**src/rtl/fetch_unit.sv**
```systemverilog
// Instruction-fetch stage: PC sequencing, in-order request ring buffer and decode handshake.
// Optional misaligned-PC trap entries are enabled with `define FETCH_MISALIGN_TRAP_EN.
module fetch_unit #(
    parameter int DEPTH = 2
) (
    input  logic        clk,
    input  logic        reset,
    input  logic [31:0] current_pc,
    output logic [31:0] next_pc,
    input  logic        redirect_valid,
    input  logic [31:0] redirect_pc,
    output logic        imem_req_valid,
    input  logic        imem_req_ready,
    output logic [31:0] imem_req_addr,
    input  logic        imem_resp_valid,
    input  logic [31:0] imem_resp_data,
    output logic        out_valid,
    input  logic        out_ready,
    output logic [31:0] out_pc,
    output logic [31:0] out_instr
`ifdef FETCH_MISALIGN_TRAP_EN
    ,
    output logic        out_misaligned
`endif
);

    localparam int PW = $clog2(DEPTH);
    localparam int CW = PW + 1;
    localparam logic [31:0] NOP = 32'h0000_0013;

    logic [31:0]      pc_q    [DEPTH];
    logic [31:0]      instr_q [DEPTH];
    logic [DEPTH-1:0] filled_q;

    logic [PW-1:0] head_q, head_d, tail_q, tail_d, fill_q, fill_d;
    logic [CW-1:0] count_q, count_d, drop_q, drop_d, pend_q, pend_d;
    logic [CW-1:0] owed_s;
    logic [CW:0]   occ_s;
    logic          slot_free_s, req_fire_s, resp_take_s, pop_s, alloc_s;
    logic          mis_s, trap_alloc_s, trap_block_s;

    // pend_q tracks live unfilled entries, so drop accounting on redirect is a plain sum
    assign owed_s      = drop_q + pend_q;
    assign occ_s       = {1'b0, count_q} + {1'b0, drop_q};
    assign slot_free_s = (occ_s < (CW+1)'(DEPTH));

`ifdef FETCH_MISALIGN_TRAP_EN
    logic             trap_q;
    logic [DEPTH-1:0] mis_q;
    assign mis_s          = (current_pc[1:0] != 2'b00);
    assign trap_block_s   = trap_q;
    assign trap_alloc_s   = !reset && !redirect_valid && slot_free_s && mis_s && !trap_q;
    assign out_misaligned = mis_q[head_q];
`else
    assign mis_s        = 1'b0;
    assign trap_block_s = 1'b0;
    assign trap_alloc_s = 1'b0;
`endif

    assign imem_req_valid = !reset && !redirect_valid && slot_free_s && !mis_s && !trap_block_s;
    assign imem_req_addr  = {current_pc[31:2], 2'b00};
    assign req_fire_s     = imem_req_valid && imem_req_ready;
    assign alloc_s        = req_fire_s || trap_alloc_s;
    assign resp_take_s    = imem_resp_valid && !redirect_valid && (drop_q == '0) && (pend_q != '0);

    assign out_valid = filled_q[head_q] && !redirect_valid && !reset;
    assign out_pc    = pc_q[head_q];
    assign out_instr = instr_q[head_q];
    assign pop_s     = out_valid && out_ready;

    // PC sequencing
    always_comb begin
        if (reset) begin
            next_pc = current_pc;
        end else if (redirect_valid) begin
            next_pc = redirect_pc;
        end else if (req_fire_s) begin
            next_pc = current_pc + 32'd4;
        end else begin
            next_pc = current_pc;
        end
    end

    // Pointer and counter next state
    always_comb begin
        count_d = count_q;
        drop_d  = drop_q;
        pend_d  = pend_q;
        head_d  = head_q;
        tail_d  = tail_q;
        fill_d  = fill_q;
        if (redirect_valid) begin
            count_d = '0;
            pend_d  = '0;
            head_d  = '0;
            tail_d  = '0;
            fill_d  = '0;
            if (imem_resp_valid && (owed_s != '0)) begin
                drop_d = owed_s - CW'(1);
            end else begin
                drop_d = owed_s;
            end
        end else begin
            count_d = count_q + CW'(alloc_s) - CW'(pop_s);
            pend_d  = pend_q + CW'(req_fire_s) - CW'(resp_take_s);
            tail_d  = tail_q + PW'(alloc_s);
            head_d  = head_q + PW'(pop_s);
            fill_d  = fill_q + PW'(resp_take_s);
            if (imem_resp_valid && (drop_q != '0)) begin
                drop_d = drop_q - CW'(1);
            end else begin
                drop_d = drop_q;
            end
        end
    end

    // Control state registers
    always_ff @(posedge clk) begin
        if (reset) begin
            count_q <= '0;
            drop_q  <= '0;
            pend_q  <= '0;
            head_q  <= '0;
            tail_q  <= '0;
            fill_q  <= '0;
        end else begin
            count_q <= count_d;
            drop_q  <= drop_d;
            pend_q  <= pend_d;
            head_q  <= head_d;
            tail_q  <= tail_d;
            fill_q  <= fill_d;
        end
    end

    // Ring entry storage
    always_ff @(posedge clk) begin
        if (reset) begin
            filled_q <= '0;
            for (int i = 0; i < DEPTH; i++) begin
                pc_q[i]    <= 32'd0;
                instr_q[i] <= 32'd0;
            end
        end else if (redirect_valid) begin
            filled_q <= '0;
        end else begin
            if (alloc_s) begin
                pc_q[tail_q]     <= current_pc;
                instr_q[tail_q]  <= trap_alloc_s ? NOP : 32'd0;
                filled_q[tail_q] <= trap_alloc_s;
            end
            if (resp_take_s) begin
                instr_q[fill_q]  <= imem_resp_data;
                filled_q[fill_q] <= 1'b1;
            end
            if (pop_s) begin
                filled_q[head_q] <= 1'b0;
            end
        end
    end

`ifdef FETCH_MISALIGN_TRAP_EN
    // Trap bookkeeping: one trap entry per misaligned PC until redirected
    always_ff @(posedge clk) begin
        if (reset) begin
            trap_q <= 1'b0;
            mis_q  <= '0;
        end else if (redirect_valid) begin
            trap_q <= 1'b0;
            mis_q  <= '0;
        end else begin
            if (trap_alloc_s) begin
                trap_q <= 1'b1;
            end
            if (alloc_s) begin
                mis_q[tail_q] <= trap_alloc_s;
            end
        end
    end
`endif

endmodule
```
**config.mk**
```make
export PLATFORM = sky130hd
export DESIGN_NAME = fetch_unit
export DESIGN_NICKNAME = d
export VERILOG_FILES = /design/src/rtl/fetch_unit.sv
export SDC_FILE = /design/constraint.sdc
export NUM_CORES = 1
export LEC_CHECK = 0
export BUFFER_PORTS_ARGS = -buffer_cell sky130_fd_sc_hd__buf_4
export CAP_MARGIN = 10
export CORE_UTILIZATION = 43
export CTS_CLUSTER_DIAMETER = 60
export CTS_CLUSTER_SIZE = 10
export DETAILED_ROUTE_END_ITERATION = 8
export GPL_TIMING_DRIVEN = 0
export PLACE_DENSITY = 0.69
export SYNTH_ARGS = -nofsm -noshare
export SYNTH_HDL_FRONTEND = slang
export SYNTH_SLANG_ARGS = --single-unit
```
**constraint.sdc**
```tcl
create_clock -name clk -period 6.8 [get_ports clk]
set_input_delay 1.36 -clock clk [delete_from_list [all_inputs] [get_ports clk]]
set_output_delay 1.36 -clock clk [all_outputs]
set_load 0.01 [all_outputs]
```
== Yosys cells after proc, flatten, opt, wreduce, memory -nomap -nowiden ==
Memory sizes are Yosys's and may differ from the RTL's. A register that Yosys moved wholly into a read port is not among the register bits.
Cells that the tools add are included.

* Add/sub/neg operators: 12
* $lt $le $gt $ge: 7
* Muxes and demuxes: 42
* Bitwise operators: 5
* Reductions and logical operators: 25

{| class="wikitable"
|+ Operators by type and width
! cell !! number
|-
| $mux 32 || 6
|-
| $reduce_or 32->1 || 3
|-
| $add 32x3->32 const B || 1
|-
| $mux 1 || 23
|-
| $mux 2 || 10
|-
| $logic_and 1x1->1 || 14
|-
| $reduce_bool 2->1 || 4
|-
| $lt 1x2->1 const B || 3
|-
| $add 2x1->2 || 2
|-
| $and 2x2->2 || 2
|-
| $not 2->2 || 2
|-
| $sub 2x1->2 || 2
|-
| $sub 2x1->2 const B || 2
|-
| $add 1x1->1 || 3
|-
| $add 2x2->3 || 1
|-
| $demux 1 s1 || 3
|-
| $ge 1x1->1 const B || 3
|-
| $lt 3x2->1 const B || 1
|-
| $add 2x2->2 || 1
|-
| $logic_not 1->1 || 2
|-
| $logic_not 2->1 || 1
|-
| $or 2x2->2 || 1
|-
| $reduce_or 2->1 || 1
|}

* Register bits: 11
* RAM bits: 128
* Input bits: 102
* Output and inout port bits: 130
* Word-level logic and storage cells: 100
* Memories kept: 2

{| class="wikitable"
|+ Memories
! name !! words !! width !! rd ports !! clocked after memory_dff !! write ports !! line !! source
|-
| instr_q || 2 || 32 || 1 || 1 || 2 || 32 || <nowiki>logic [31:0] instr_q [DEPTH];</nowiki>
|-
| pc_q || 2 || 32 || 1 || 1 || 2 || 31 || <nowiki>logic [31:0] pc_q [DEPTH];</nowiki>
|}

== Longest topological paths before layout ==
* Depth after elaboration: 15
* Mapped depth: 13
* Mapped depth without buffers: 12

== Worst setup path after synthesis ==
No wires, ideal clock.

* Path kind: input to output
* From: in reset
* To: out next_pc[31]
* Arrival time: 3.205 ns
* Required time: 5.440 ns
* Setup slack: 2.235 ns
* Stages on the path: 7
* Path buffers: 2
* Cell sequence: buf_6 -> or4_4 -> buf_6 -> nor4_4 -> nand3_2 -> or4b_1 -> nand3_1

* Longest elaborated chain between the ends: 7

{| class="wikitable"
|+ RTL lines
! element !! line !! source
|-
| start, declared || 7 || <nowiki>input logic reset,</nowiki>
|-
| $logic_not 1->1 || 60 || <nowiki>assign imem_req_valid = !reset && !redirect_valid && slot_free_s && !mis_s && !trap_block_s;</nowiki>
|-
| $logic_and 1x1->1 (2 in series) || 60 ||
|-
| $logic_and 1x1->1 || 62 || <nowiki>assign req_fire_s = imem_req_valid && imem_req_ready;</nowiki>
|-
| $mux 32 || 77 || <nowiki>end else if (req_fire_s) begin</nowiki>
|-
| $mux 32 || 75 || <nowiki>end else if (redirect_valid) begin</nowiki>
|-
| $mux 32 * || 73 || <nowiki>if (reset) begin</nowiki>
|-
| end, declared || 9 || <nowiki>output logic [31:0] next_pc,</nowiki>
|}

Every way passes the cells marked *; elsewhere a longest branch is shown, timed or not.

== Final worst setup path ==
* From: in reset
* To: out next_pc[30]

The elaborated chain is that of the path after synthesis.

==> summary.txt <==
Status = finished clean
Vias in the first global route = 5649
Startpoint Class = primary input
Vias post-DR = 5903
Final setup viols = 0
Least-Margin Pin Slew = 0.931 ns
Most used cell, CP = buf_6
Number of setup buffers added after CTS = 0
Initial drt markers = 439
Cell count after placement = 1102
Clock latency on the worst-skew pair = 0.43 ns
GPL Wtd Cong = 0.839
Worst path top cell family by delay = simple AND/OR/NAND/NOR gates
Share of layout cells above drive strength 1 = 0.405
Largest net degree at the start of global routing = 34
DRC viols = 0
ANT cells = 0
Placed Area = 0.00955 mm2
Commonest non-fill, non-tap cells in the layout = buf_4 (257), and2_1 (135), edfxtp_1 (128), mux2_2 (65), clkbuf_1 (34)
Max Fanout on Critical Path = 8
TNS Setup = 0 ns
CTS tree = built
First-pass GRT wire length = 31500 um
Die H = 134 um
Max-cap violation count = 0
Pwr Density = 218 mW/mm2
Most common cell after layout, fill and taps aside = buf_4
Place WS = 1.68 ns
Multi-input logic area = 0.00305 mm2
Synth async-reset ratio = 0
Antenna violations before repair = 0
Port Buffer Count = 225
Starting Density = 0.437
FF+latch count, synth = 139
Crit path DAT = 3.85 ns
Drt wl/cell = 18.4 um
Chip Width = 134 um
H-Tree Level Count = 4
Slew Limit Fails = 0
Nets = 1007
Vias per cell = 5.21
Worst rel slew slack = 0.377
Clock root buffer = clkbuf_16
Boundary Pins = 232
Yosys Warn Count = 0
Buffers and inverters on the worst path = 3
Fill count = 1492
TritonCTS Buffers = 17
Post-synthesis cell area = 0.00754 mm2
Die Area = 0.0181 mm2
Core Util, Final = 0.587
Final Skew = 0.00713 ns
CTS sink count = 139
Setup slack after layout = 1.59 ns
Tightest Hold Check Type = flop to flop
EDFF count, synth = 128
Post-cts sizing count = 0
CP max stage cell = nor4_1
WL final = 20900 um
Worst Setup Path Type = primary input to primary output
Peak VDD IR = 0.173 mV
DRT antenna net count = 0
Worst hold slack = 0.489 ns
Slowest stage delay, CP = 0.71 ns
Total track usage = 0.235
CTS max path bufs = 2
Nature of the critical path endpoint = primary output
Finished Layout Cells = 1134
Post-cts hold buffer count = 0
Core box area = 0.0172 mm2
Min Tclk post-route = 5.21 ns
FMAX = 192 MHz
Hold Fails Final Rpt = 0
Crit path cell chain = buf_6, or4_4, buf_6, nor4_1, nand3_1, o311ai_1, buf_4
Worst-path clk slew = 0.06 ns
FP Rows = 48
Total power = 2.20 mW
Top_reg_cell synth = edfxtp_1
Tcrit/Tclk final = 0.766
Mean post-synth cell area = 11.6 um2
DP HPWL = 15100 um
Number of library cell types mapped by synthesis = 52
TritonRoute pass-1 iters = 5
Grt ovf = 0
Area growth, synth to finish = 34.1%
Syn Inst Count = 650
Register area = 0.00406 mm2
Worst path required time = 5.44 ns
Register area share after synthesis = 0.539
RSZ-0062 raised after global routing = false
LEAKAGE = 4.26 nW
Fin area = 0.0101 mm2
## worst register-to-register path, delay by kind of cell (launching register included)
kind,cells,cell delay [ns]
and+or+nand+nor,5,1.84
buffers and inverters,3,0.49
DFF,1,0.41
AOI/OAI and AO/OA,1,0.58
adders and majority gates,1,0.41
## worst paths after layout
check | slack [ns] | cells past startpoint | endpoint | from
min reg2reg | 0.49 | 1 | filled_q[0] | filled_q[0]
min | 0.49 | 1 | filled_q[0] | filled_q[0]
max reg2reg | 2.78 | 10 | instr_q[1][27] | drop_q[0]
max | 1.59 | 7 | next_pc[30] | reset
## state kept, by name (all words and copies together), names as in the netlist, 2 cells and up
| signal | flops |
|---|---|
| drop_q | 2 |
| count_q | 2 |
| instr_q | 64 |
| pend_q | 2 |
| pc_q | 64 |
| filled_q | 2 |
## final cells by class
cell class,instances,share of cell area
clock inverter,15,0.0137
tap,225,0.0278
inverter,11,0.00408
clock buffer,17,0.0421
timing repair buffer,226,0.170
buffer,70,0.0393
sequential,139,0.402
multi-input combinational,431,0.301
## logic make-up (layout without fill, tap and decap cells)
family	after synthesis	after routing	share of synthesized area
AOI/OAI and AO/OA	75	75	0.0694
xor gates and xnor gates	16	16	0.0186
adders and majority gates	9	9	0.0159
buffers and inverters	81	339	0.0582
DFF	139	139	0.539
muxes	67	67	0.0997
other	1	2	0.000497
and+or+nand+nor	262	262	0.199
## power by group
group	switching, mW	leakage [nW]	total [mW]	internal, mW
logic	0.165	2.57	0.330	0.164
registers	0.0111	1.42	0.986	0.975
clock network	0.379	0.263	0.886	0.507
## layer usage
layer	vias to the layer above	share of wire	global-route usage
li1	2808	-	-
met1	2845	0.43	0.306
met2	213	0.49	0.385
met3	37	0.054	0.0503
met4	0	0.026	0.0843
met5	-	0	0
## synthesized netlist by cell type, drive strengths merged (8+ instances only)
cell type  instances  area [um2]
xnor2              9        78.8
nand3             18        95.1
o22ai             11        68.8
a21oi             14        70.1
o21ai             10        50.1
and3              10        62.6
and2             135         845
nand2             34         128
inv               11        41.3
mux2              65         732
edfxtp           128        3840
nor3               8        40.0
clkbuf            34         128
buf               36         270
dfxtp             11         220
nor2              30         113
ha                 8         100
Note: power is estimated with default switching activity, not from simulation.
